### config.mk
export PLATFORM = sky130hd
export DESIGN_NAME = alu_driver
export DESIGN_NICKNAME = d
export VERILOG_FILES = /design/src/rtl/alu_pkg.sv /design/src/rtl/alu_driver.sv
export SDC_FILE = /design/constraint.sdc
export NUM_CORES = 1
export LEC_CHECK = 0
export CAP_MARGIN = 20
export CELL_PAD_IN_SITES_DETAIL_PLACEMENT = 0
export CELL_PAD_IN_SITES_GLOBAL_PLACEMENT = 1
export CORE_UTILIZATION = 30
export CTS_CLUSTER_SIZE = 8
export DETAILED_ROUTE_END_ITERATION = 7
export PLACE_DENSITY_LB_ADDON = 0.1
export SLEW_MARGIN = 10
export SYNTH_ARGS = -nofsm -noshare
export SYNTH_HDL_FRONTEND = slang
export SYNTH_SLANG_ARGS = --single-unit
### constraint.sdc
create_clock -name clk_i -period 2.1 [get_ports clk_i]
set_input_delay 0.21 -clock clk_i [delete_from_list [all_inputs] [get_ports clk_i]]
set_output_delay 0.21 -clock clk_i [all_outputs]
set_load 0.02 [all_outputs]
### src/rtl/alu_pkg.sv
// Shared definitions for the ALU datapath and its command-side driver:
// function codes and the driver FSM encoding.
package alu_pkg;

  localparam logic [2:0] ALU_ZERO   = 3'd0;
  localparam logic [2:0] ALU_ONE    = 3'd1;
  localparam logic [2:0] ALU_PASS_A = 3'd2;
  localparam logic [2:0] ALU_PASS_B = 3'd3;
  localparam logic [2:0] ALU_ADD    = 3'd4;
  localparam logic [2:0] ALU_SUB    = 3'd5;
  localparam logic [2:0] ALU_AND    = 3'd6;
  localparam logic [2:0] ALU_OR     = 3'd7;

  typedef enum logic [1:0] {
    ST_IDLE   = 2'd0,
    ST_DRIVE  = 2'd1,
    ST_RESULT = 2'd2
  } drv_state_e;

endpackage

### src/rtl/alu_driver.sv
// Command-side controller for the ALU: accepts an op, drives the ALU for
// SETTLE cycles, captures and echo-checks the result, then hands it out.
module alu_driver
  import alu_pkg::*;
#(
  parameter int WIDTH  = 8,
  parameter int SETTLE = 1
) (
  input  logic                 clk_i,
  input  logic                 rst_ni,
  input  logic                 op_valid_i,
  output logic                 op_ready_o,
  input  logic [2:0]           op_ctl_i,
  input  logic [WIDTH-1:0]     op_a_i,
  input  logic [WIDTH-1:0]     op_b_i,
  input  logic                 op_chain_i,
  output logic                 alu_en_o,
  output logic [2:0]           alu_ctl_o,
  output logic [2*WIDTH-1:0]   alu_ab_o,
  input  logic [2*WIDTH-1:0]   alu_bc_i,
  output logic                 res_valid_o,
  input  logic                 res_ready_i,
  output logic [WIDTH-1:0]     res_c_o,
  output logic                 res_err_o,
  output logic [7:0]           res_cnt_o
);

  localparam logic [3:0] SETTLE_LOAD = 4'(SETTLE - 1);

  drv_state_e       state_q, state_d;
  logic [3:0]       cnt_q;
  logic [2:0]       ctl_q;
  logic [WIDTH-1:0] a_q, b_q, acc_q, c_q;
  logic             err_q;
  logic [7:0]       res_cnt_q;
  logic             accept, capture, done;

  assign accept  = (state_q == ST_IDLE)   && op_valid_i;
  assign capture = (state_q == ST_DRIVE)  && (cnt_q == 4'd0);
  assign done    = (state_q == ST_RESULT) && res_ready_i;

  always_comb begin
    state_d = state_q;
    case (state_q)
      ST_IDLE:   if (op_valid_i)     state_d = ST_DRIVE;
      ST_DRIVE:  if (cnt_q == 4'd0)  state_d = ST_RESULT;
      ST_RESULT: if (res_ready_i)    state_d = ST_IDLE;
      default:                       state_d = ST_IDLE;
    endcase
  end

  always_ff @(posedge clk_i) begin
    if (!rst_ni) begin
      state_q   <= ST_IDLE;
      cnt_q     <= 4'd0;
      acc_q     <= '0;
      c_q       <= '0;
      err_q     <= 1'b0;
      res_cnt_q <= 8'd0;
    end else begin
      state_q <= state_d;
      if (accept)
        cnt_q <= SETTLE_LOAD;
      else if ((state_q == ST_DRIVE) && (cnt_q != 4'd0))
        cnt_q <= cnt_q - 4'd1;
      // acc follows every capture, even when the echo check fails
      if (capture) begin
        c_q   <= alu_bc_i[WIDTH-1:0];
        acc_q <= alu_bc_i[WIDTH-1:0];
        err_q <= (alu_bc_i[2*WIDTH-1:WIDTH] != b_q);
      end
      if (done)
        res_cnt_q <= res_cnt_q + 8'd1;
    end
  end

  // Operand latches only matter while in DRIVE, so they carry no reset
  always_ff @(posedge clk_i) begin
    if (accept) begin
      ctl_q <= op_ctl_i;
      b_q   <= op_b_i;
      a_q   <= op_chain_i ? acc_q : op_a_i;
    end
  end

  assign op_ready_o  = (state_q == ST_IDLE);
  assign alu_en_o    = (state_q == ST_DRIVE);
  assign alu_ctl_o   = alu_en_o ? ctl_q : 3'd0;
  assign alu_ab_o    = alu_en_o ? {a_q, b_q} : '0;
  assign res_valid_o = (state_q == ST_RESULT);
  assign res_c_o     = c_q;
  assign res_err_o   = err_q;
  assign res_cnt_o   = res_cnt_q;

endmodule
# --- Word level (Yosys, flattened, before mapping) ---
# Index checks and enable logic that the tools add are counted.
totals:
  output_inout_bits: 39
  in_bits: 40
  ff_bits: 42
classes:
  muxes: 7
  add_sub_neg: 2
  n_reduce_logical: 9
  eq_ne: 6
  bitwise_logic: 1
ops:
  columns: ["cell", "count"]
  rows:
  - ["16-bit 2-to-1 mux", 1]
  - ["8-bit by 1-bit adder with 8-bit output, second input constant", 1]
  - ["8-bit 2-to-1 mux", 1]
  - ["8-bit inequality test", 1]
  - ["2-bit 2-to-1 mux", 3]
  - ["2-bit case mux with 3 select lines", 1]
  - ["1-bit logical AND", 4]
  - ["4-bit logical NOT", 1]
  - ["2-bit by 1-bit inequality test with 1-bit output, second input constant", 2]
  - ["4-bit nonzero test", 1]
  - ["4-bit by 1-bit subtractor with 4-bit output, second input constant", 1]
  - ["3-bit 2-to-1 mux", 1]
  - ["3-bit AND reduction", 1]
  - ["2-bit by 1-bit equality test with 1-bit output, second input constant", 1]
  - ["2-bit equality test, second input constant", 1]
  - ["2-bit logical NOT", 1]
  - ["2-bit inequality test, second input constant", 1]
  - ["2-bit OR reduction", 1]
  - ["1-bit inverter", 1]

# --- Longest topological paths before layout ---
# Gate-level depths: netlist of the first run.
logic_depth:
  word_depth: 3
  mapped_depth: 7
  mapped_depth_nobuf: 6

# --- Least setup slack after synthesis of the first run ---
# OpenSTA, ideal clock, no wires.
synth_path:
  path_type: "reg2reg"
  start: "register state_q[1]"
  end: "register cnt_q[1]"
  period_less_slack_ps: 1704
  required_time_ps: 1970
  path_slack_ps: 396
  path_buffers: 0
  path_stages_with_launch: 5
  arrival_ps: 1575
  setup_ps: 130
  path_cell_list: "dfxtp_1 > nor2_1 > and2_1 > nand2b_1 > a211oi_1"
synth_via:
  elab_chain_len: 3
  elab_cells_between_ends: 5
synth_lines:
  columns: ["item", "line_no", "text"]
  rows:
  - ["start: declaration", "alu_driver.sv:30", "drv_state_e state_q, state_d;"]
  - ["start signal: assignment", "alu_driver.sv:61", "state_q <= state_d;"]
  - ["2-bit logical NOT", null, null]
  - ["via op_ready_o", "alu_driver.sv:12", "output logic op_ready_o,"]
  - ["1-bit logical AND", "alu_driver.sv:38", "assign accept = (state_q == ST_IDLE) && op_valid_i;"]
  - ["via accept", "alu_driver.sv:36", "logic accept, capture, done;"]
  - ["2-bit OR reduction (no source line)", null, null]
  - ["end signal: assignment", "alu_driver.sv:65", "cnt_q <= cnt_q - 4'd1;"]
  - ["end: declaration", "alu_driver.sv:31", "logic [3:0] cnt_q;"]
# The timed path passes the listed nets, and every way through them passes these cells.
# A chain may end at the register's enable or synchronous reset.

# --- Final worst setup path of the first run ---
layout_path:
  start: "register state_q[1]"
  end: "output alu_ab_o[5]"
layout_via:
  elab_chain_len: 2
layout_lines:
  columns: ["item", "line_no", "text"]
  rows:
  - ["2-bit by 1-bit equality test with 1-bit output", "alu_driver.sv:87", "assign alu_en_o = (state_q == ST_DRIVE);"]
  - ["16-bit 2-to-1 mux", "alu_driver.sv:89", "assign alu_ab_o = alu_en_o ? {a_q, b_q} : '0;"]
  - ["end: declaration", "alu_driver.sv:19", "output logic [2*WIDTH-1:0] alu_ab_o,"]
# Every way passes these cells.

==> summary.md, run 1 <==
| Metric | Value |
|---|---|
| Async set or reset register ratio after synthesis | `0` |
| Area of the multi-input gates | `817 um2` |
| Setup violators final | `0` |
| Clock-pin slew on the worst setup and hold paths | `0.08 ns` |
| Hold WC Path Type | `input port to flop` |
| CP Data Arrival Time | `1.80 ns` |
| Proportion of synthesized area in mux cells | `0.0476` |
| Filler instances | `568` |
| Hold_buf cts | `0` |
| Io pins | `79` |
| Sink Count | `42` |
| Post-Route WL | `4.39 mm` |
| Die width | `81.4 um` |
| Max-Cap Viols | `0` |
| Seq. cell area | `1030 um2` |
| Share of layout cells above drive strength 1 | `0.105` |
| Status | `finished, final reports clean` |
| DR pass1 iterations | `4` |
| All-Layer GR Usage | `0.138` |
| Crit. End Element | `primary output` |
| Clk_skew | `0.00780 ns` |
| CP startpoint | `state_q[1]` |
| Placed Instances | `321` |
| Clock Path Buffers | `2` |
| Main combinational cell family by area after synthesis | `simple AND/OR/NAND/NOR gates` |
| Min Clock Period, post-route | `2.01 ns` |
| Worst hold start | `op_b_i[1]` |
| Routed len/inst | `13.2 um` |
| Post-synthesis compound-gate area fraction | `0.0787` |
| Cells after Synth | `171` |
| Setup TNS | `0 ns` |
| R2R depth | `7` |
| Reg2reg end | `res_err_o` |
| Dpl hpwl | `3.13 mm` |
| Slew Viols, Final | `0` |
| DRC | `0` |
| Num CTS Buffers | `5` |
| Post-Layout Cell Count | `332` |
| Chip height | `81.4 um` |
| Starting density of the core | `0.316` |
| XOR/XNOR Fraction of Synth Area | `0.0648` |
| Initial antenna violation count | `0` |
| Clk root buf | `clkbuf_8` |
| Hold slack | `0.472 ns` |
| Tightest Pin Transition | `0.568 ns` |
| Final Wtd Congestion | `0.697` |
| Drt initial violations | `44` |
| F_max | `496 MHz` |
| Syn Area/Cell | `11.1 um2` |
| Layout Nets | `298` |
| H-tree levels | `2` |
| Max IR drop VDD | `0.252 mV` |
| Sequential-to-total area share from yosys stat | `0.545` |
| Post-synth cell types | `33` |
| Ys Warns | `0` |
| Die ar. | `6630 um2` |
| CTS tree | `done` |
| Vias per cell | `4.41` |
| Worst R2R Setup Slack | `0.40 ns` |
| Crit Path Max Fanout | `10` |
| Antenna Nets Post-Route | `0` |
| Worst r2r src | `state_q[1]` |
| Antenna Cells | `0` |
| Leak Pwr | `0.00129 uW` |
| Core area | `5990 um2` |
| Post-synthesis cell area | `1890 um2` |
| Area grow syn2layout | `53.5%` |
| Clock Latency Late Sink | `0.29 ns` |
| Final period utilization | `0.959` |
| #FFs+latches synth | `42` |
| Yosys top cell by area | `edfxtp_1` |
| Post-synthesis simple-gate area fraction | `0.227` |
| First-pass GRT wire length | `6.83 mm` |
| Post-Synth Adder-Cell Area | `0.0132` |
| EDFF count, synth | `19` |
| Largest net degree at the start of global routing | `22` |
| Relative slew slack | `0.620` |
| PwrDens | `617 nW/um2` |
| Final count of hold timing violations | `0` |
| Vias in the first global route | `1,406` |
| Top FF cell, synth | `dfxtp_1` |
| GRT overflow | `0` |
| IO Port Bufs | `78` |
| Vias post-DR | `1,463` |
| CP Class | `flop to primary output` |
| Worst EP required | `1.89 ns` |
| Synth Net Count | `213` |
| Critical Path Sink | `alu_ab_o[5]` |
| Cell Rows | `28` |
| Synth top area cells | `edfxtp_1, dfxtp_1, and2_1` |
| Nature of the critical path startpoint | `flop` |
| Synth top area share | `0.301` |
==> cell usage after synthesis (2+ instances only) <==
cell and number:
nand3_1 3, clkbuf_1 5, mux2_2 8, a21boi_0 11, and2_1 24, nor2_1 5, dfxtp_1 23, nor4_1 3
or3_1 2, xor2_1 9, nand2b_1 2, o21a_1 2, nor3_1 2, o21ai_0 3, xnor2_1 5, ha_1 2
nand2_1 25, edfxtp_1 19, inv_1 4
==> state kept, by name, indices dropped and copies added (netlist names) <==
signal / cells
cnt_q: 4
state_q: 2
a_q: 8
ctl_q: 3
res_cnt_o: 8
res_err_o: 1
res_c_o: 8
b_q: 8
==> power by group <==
part	internal [uW]	leakage [uW]	total [uW]	switching, uW
sequential	908	0.000371	933	25.2
clock	268	0.0000455	530	262
combinational	181	0.000874	330	149
==> stage by stage <==
step           setup WS (ns)  utilization  total power (uW)  cell area (um2)
5_1_grt             -0.00648        0.485              1880             2910
4_1_cts              0.00139        0.477              1820             2860
3_3_place_gp           0.171        0.461              1280             2760
3_5_place_dp           0.155        0.461              1280             2760
6_report              0.0853        0.485              1790             2910
2_1_floorplan          0.396            -              1100             1890
==> cells by family after synthesis <==
group / after synthesis
and+or+nand+nor: 74
xor gates and xnor gates: 14
adders and majority gates: 2
AOI/OAI and AO/OA: 21
buffers and inverters: 10
DFF: 42
muxes: 8
==> how the worst min path moves through the flow <==
stage                  to  slack, ns  depth (start not counted)
3_5_place_dp   res_c_o[5]       0.48                          2
6_report           b_q[1]       0.47                          1
2_1_floorplan      b_q[0]       0.31                          0
4_1_cts            b_q[1]       0.46                          1
5_1_grt            b_q[1]       0.46                          1
3_3_place_gp   res_c_o[0]       0.47                          2
==> timing repair <==
action | 4_1_cts | 5_1_grt
buffers inserted | 0 | 2
gates resized for setup | 4 | 13
endpoints found under the setup margin | 20 | 17
gates cloned | 1 | 0
==> worst max-delay path: stages, from the launching register on <==
cell             delay (ns)
dfxtp_1                0.41
nand2b_4               0.22
clkinvlp_4             0.17
and2_1                 0.19
clkdlybuf4s50_1        0.53
==> final cells by class <==
cell class | count | area share
clock buffer | 8 | 0.0310
inverter | 4 | 0.00646
multi-input combinational | 119 | 0.281
sequential | 42 | 0.355
tap | 75 | 0.0323
timing repair buffer | 83 | 0.292
timing repair inverter | 1 | 0.00258
==> cells in the final DEF (no fill, tap or decap), drive strengths merged, types with 3 or more instances in the layout <==
cell type / n
xnor2: 5
dfxtp: 23
clkdlybuf4s50: 63
xor2: 9
inv: 3
o21ai: 3
and2: 25
nand2b: 3
nor3: 3
nand3: 3
nand2: 25
edfxtp: 19
mux2: 8
clkbuf: 8
nor2: 5
a21boi: 11
nor4: 4
buf: 5
dlymetal6s2s: 13
==> routing by layer <==
metal  track usage  routed length [um]  share of wire
met1         0.175                1970           0.45
met2         0.226                2050           0.47
met3        0.0300                 309          0.070
met4        0.0589                  57          0.013
met5             0                   0              0
Note: power is estimated with default switching activity, not from simulation.
==> inputs of run 2 (changes only) <==
--- a/config.mk
+++ b/config.mk
@@ -8,8 +8,7 @@
 export CAP_MARGIN = 20
 export CELL_PAD_IN_SITES_DETAIL_PLACEMENT = 0
 export CELL_PAD_IN_SITES_GLOBAL_PLACEMENT = 1
-export CORE_UTILIZATION = 30
-export CTS_CLUSTER_SIZE = 8
+export CORE_UTILIZATION = 34
 export DETAILED_ROUTE_END_ITERATION = 7
 export PLACE_DENSITY_LB_ADDON = 0.1
 export SLEW_MARGIN = 10
==> run 2 against run 1 <==
Against the previous run:
- hold slack got worse by 0.010 ns
- core utilization increased by 8.3 points
- final area increased by 2.4%
- die area decreased by 11%
- critical endpoint is now alu_ctl_o[1]
==> summary.md, run 2 (synthesis results as in run 1) <==
| Metric | Value |
|---|---|
| Critical path's slowest cell | `clkdlybuf4s50_1` |
| DR pass1 iterations | `4` |
| Met2 wire length | `1.99 mm` |
| Slew Viols, Final | `0` |
| Relative slew slack | `0.670` |
| Crit-path cells | `nand2b_4 > clkinvlp_4 > and2_1 > clkdlybuf4s50_1` |
| Dpl hpwl | `3.01 mm` |
| Min Clock Period, post-route | `2.02 ns` |
| GRT overflow | `0` |
| CP top delay family | `buffers and inverters` |
| Top Layer Used | `met4` |
| F_max | `496 MHz` |
| Max-Cap Viols | `0` |
| Crit Path Max Fanout | `7` |
| Num CTS Buffers | `5` |
| Number of cells on the critical path | `4` |
| R2R depth | `7` |
| Vias per cell | `4.54` |
| Share of layout cells above drive strength 1 | `0.127` |
| Hold WC Path Type | `input port to flop` |
| PwrDens | `669 nW/um2` |
| All-Layer GR Usage | `0.157` |
| Clock-pin slew on the worst setup and hold paths | `0.09 ns` |
| Core area | `5240 um2` |
| Worst R2R Setup Slack | `0.39 ns` |
| Crit. End Element | `primary output` |
| Drt initial violations | `75` |
| Largest net degree at the start of global routing | `22` |
| CP max stage delay | `0.53 ns` |
| Leak Pwr | `0.00136 uW` |
| Most frequent cells in the layout | `clkdlybuf4s50_1, nand2_1, and2_1` |
| Hold slack | `0.462 ns` |
| First-pass GRT wire length | `7.15 mm` |
| Placed Instances | `317` |
| Post-Route WL | `4.36 mm` |
| Layout Nets | `301` |
| Tightest Pin Transition | `0.494 ns` |
| IO Port Bufs | `78` |
| CTS tree | `done` |
| Clk root buf | `clkbuf_8` |
| Met1 Wirelength | `2.06 mm` |
| Initial antenna violation count | `0` |
| Sink Count | `42` |
| Final period utilization | `0.960` |
| Clock Latency Late Sink | `0.30 ns` |
| Starting density of the core | `0.361` |
| Total power | `1990 uW` |
| Final Wtd Congestion | `0.717` |
| Most common cell after layout, fill and taps aside | `clkdlybuf4s50_1` |
| Reg2reg end | `res_err_o` |
| DRC | `0` |
| Cell Rows | `26` |
| Post-Layout Cell Count | `330` |
| Nature of the critical path startpoint | `flop` |
| Filler instances | `475` |
| Final count of hold timing violations | `0` |
| Vias in the first global route | `1,420` |
| CP startpoint | `state_q[1]` |
| Antenna Nets Post-Route | `0` |
| Antenna Cells | `0` |
| Routed len/inst | `13.2 um` |
| Die width | `76.6 um` |
| Area grow syn2layout | `57.2%` |
| Status | `finished, final reports clean` |
| Io pins | `79` |
| Max IR drop VDD | `0.381 mV` |
| CP Data Arrival Time | `1.81 ns` |
| H-tree levels | `2` |
| Hold path depth | `3` |
| CP Class | `flop to primary output` |
| Vias post-DR | `1,499` |
| Critical Path Sink | `alu_ctl_o[1]` |
| Buf+Inv Stages, Crit Path | `2` |
| Setup TNS | `0 ns` |
| Hold_buf cts | `0` |
| WL met3 | `279 um` |
| Die ar. | `5870 um2` |
| Setup violators final | `0` |
| Chip height | `76.6 um` |
| Worst r2r src | `state_q[1]` |
| Clock Path Buffers | `2` |
| Worst EP required | `1.89 ns` |
| Clk_skew | `0.0133 ns` |
## run 2: cell types whose count changed in the layout (fill, tap and decap cells not counted), sizes merged
cell	before	now
buf	5	6
bufinv	0	1
clkbuf	8	6
clkdlybuf4s50	63	62
clkinv	0	1
clkinvlp	2	4
dlygate4sd2	2	0
dlymetal6s2s	13	16
## run 2: final cells by class
cell class / instances / area, um2 / area share
Clock buffer: 6 / 93.8 / 0.0315
Timing Repair inverter: 3 / 22.5 / 0.00757
Multi-Input combinational cell: 119 / 817 / 0.274
Timing Repair Buffer: 84 / 866 / 0.291
Inverter: 4 / 18.8 / 0.00631
Sequential cell: 42 / 1030 / 0.347
Clock inverter: 2 / 38.8 / 0.0130
Tap cell: 70 / 87.6 / 0.0294
## run 2: worst register-to-register path: cells and delay by family, from the launching register on
family                 cells  cell delay (ns)
buffers and inverters      3             0.47
AO/OA/AOI/OAI              2             0.24
AND/OR/NAND/NOR            2             0.49
flip-flops                 1             0.38
## run 2: through the flow
| stage | cell area (um2) | worst slack [ns] | util |
|---|---|---|---|
| after floorplan | 1890 | 0.396 | - |
| after global placement | 2760 | 0.206 | 0.527 |
| after detailed placement | 2760 | 0.172 | 0.527 |
| after CTS | 2920 | 0.0370 | 0.558 |
| after global routing | 2980 | -0.0249 | 0.568 |
| final | 2980 | 0.0848 | 0.568 |
## run 2: timing repair
action,CTS,global route
setup buffers,1,1
gates cloned,2,1
setup endpoints to repair,20,13
resized for setup,4,17
## run 2: worst min-delay path by stage
stage                start         end  slack [ns]
2_1_floorplan    op_b_i[0]      b_q[0]        0.31
3_3_place_gp    res_c_o[6]  res_c_o[6]        0.48
3_5_place_dp    res_c_o[6]  res_c_o[6]        0.48
4_1_cts          op_b_i[1]      b_q[1]        0.46
5_1_grt          op_b_i[4]      b_q[4]        0.45
6_report       alu_bc_i[2]  res_c_o[2]        0.46
## run 2: routing by layer
layer / vias to the layer above / track usage
li1: 764 / -
met1: 680 / 0.201
met2: 53 / 0.245
met3: 2 / 0.0551
met4: 0 / 0.0538
met5: - / 0
## run 2: power breakdown
| part | internal (uW) | switching (uW) |
|---|---|---|
| logic | 184 | 154 |
| registers | 908 | 24.7 |
| clock network | 429 | 290 |
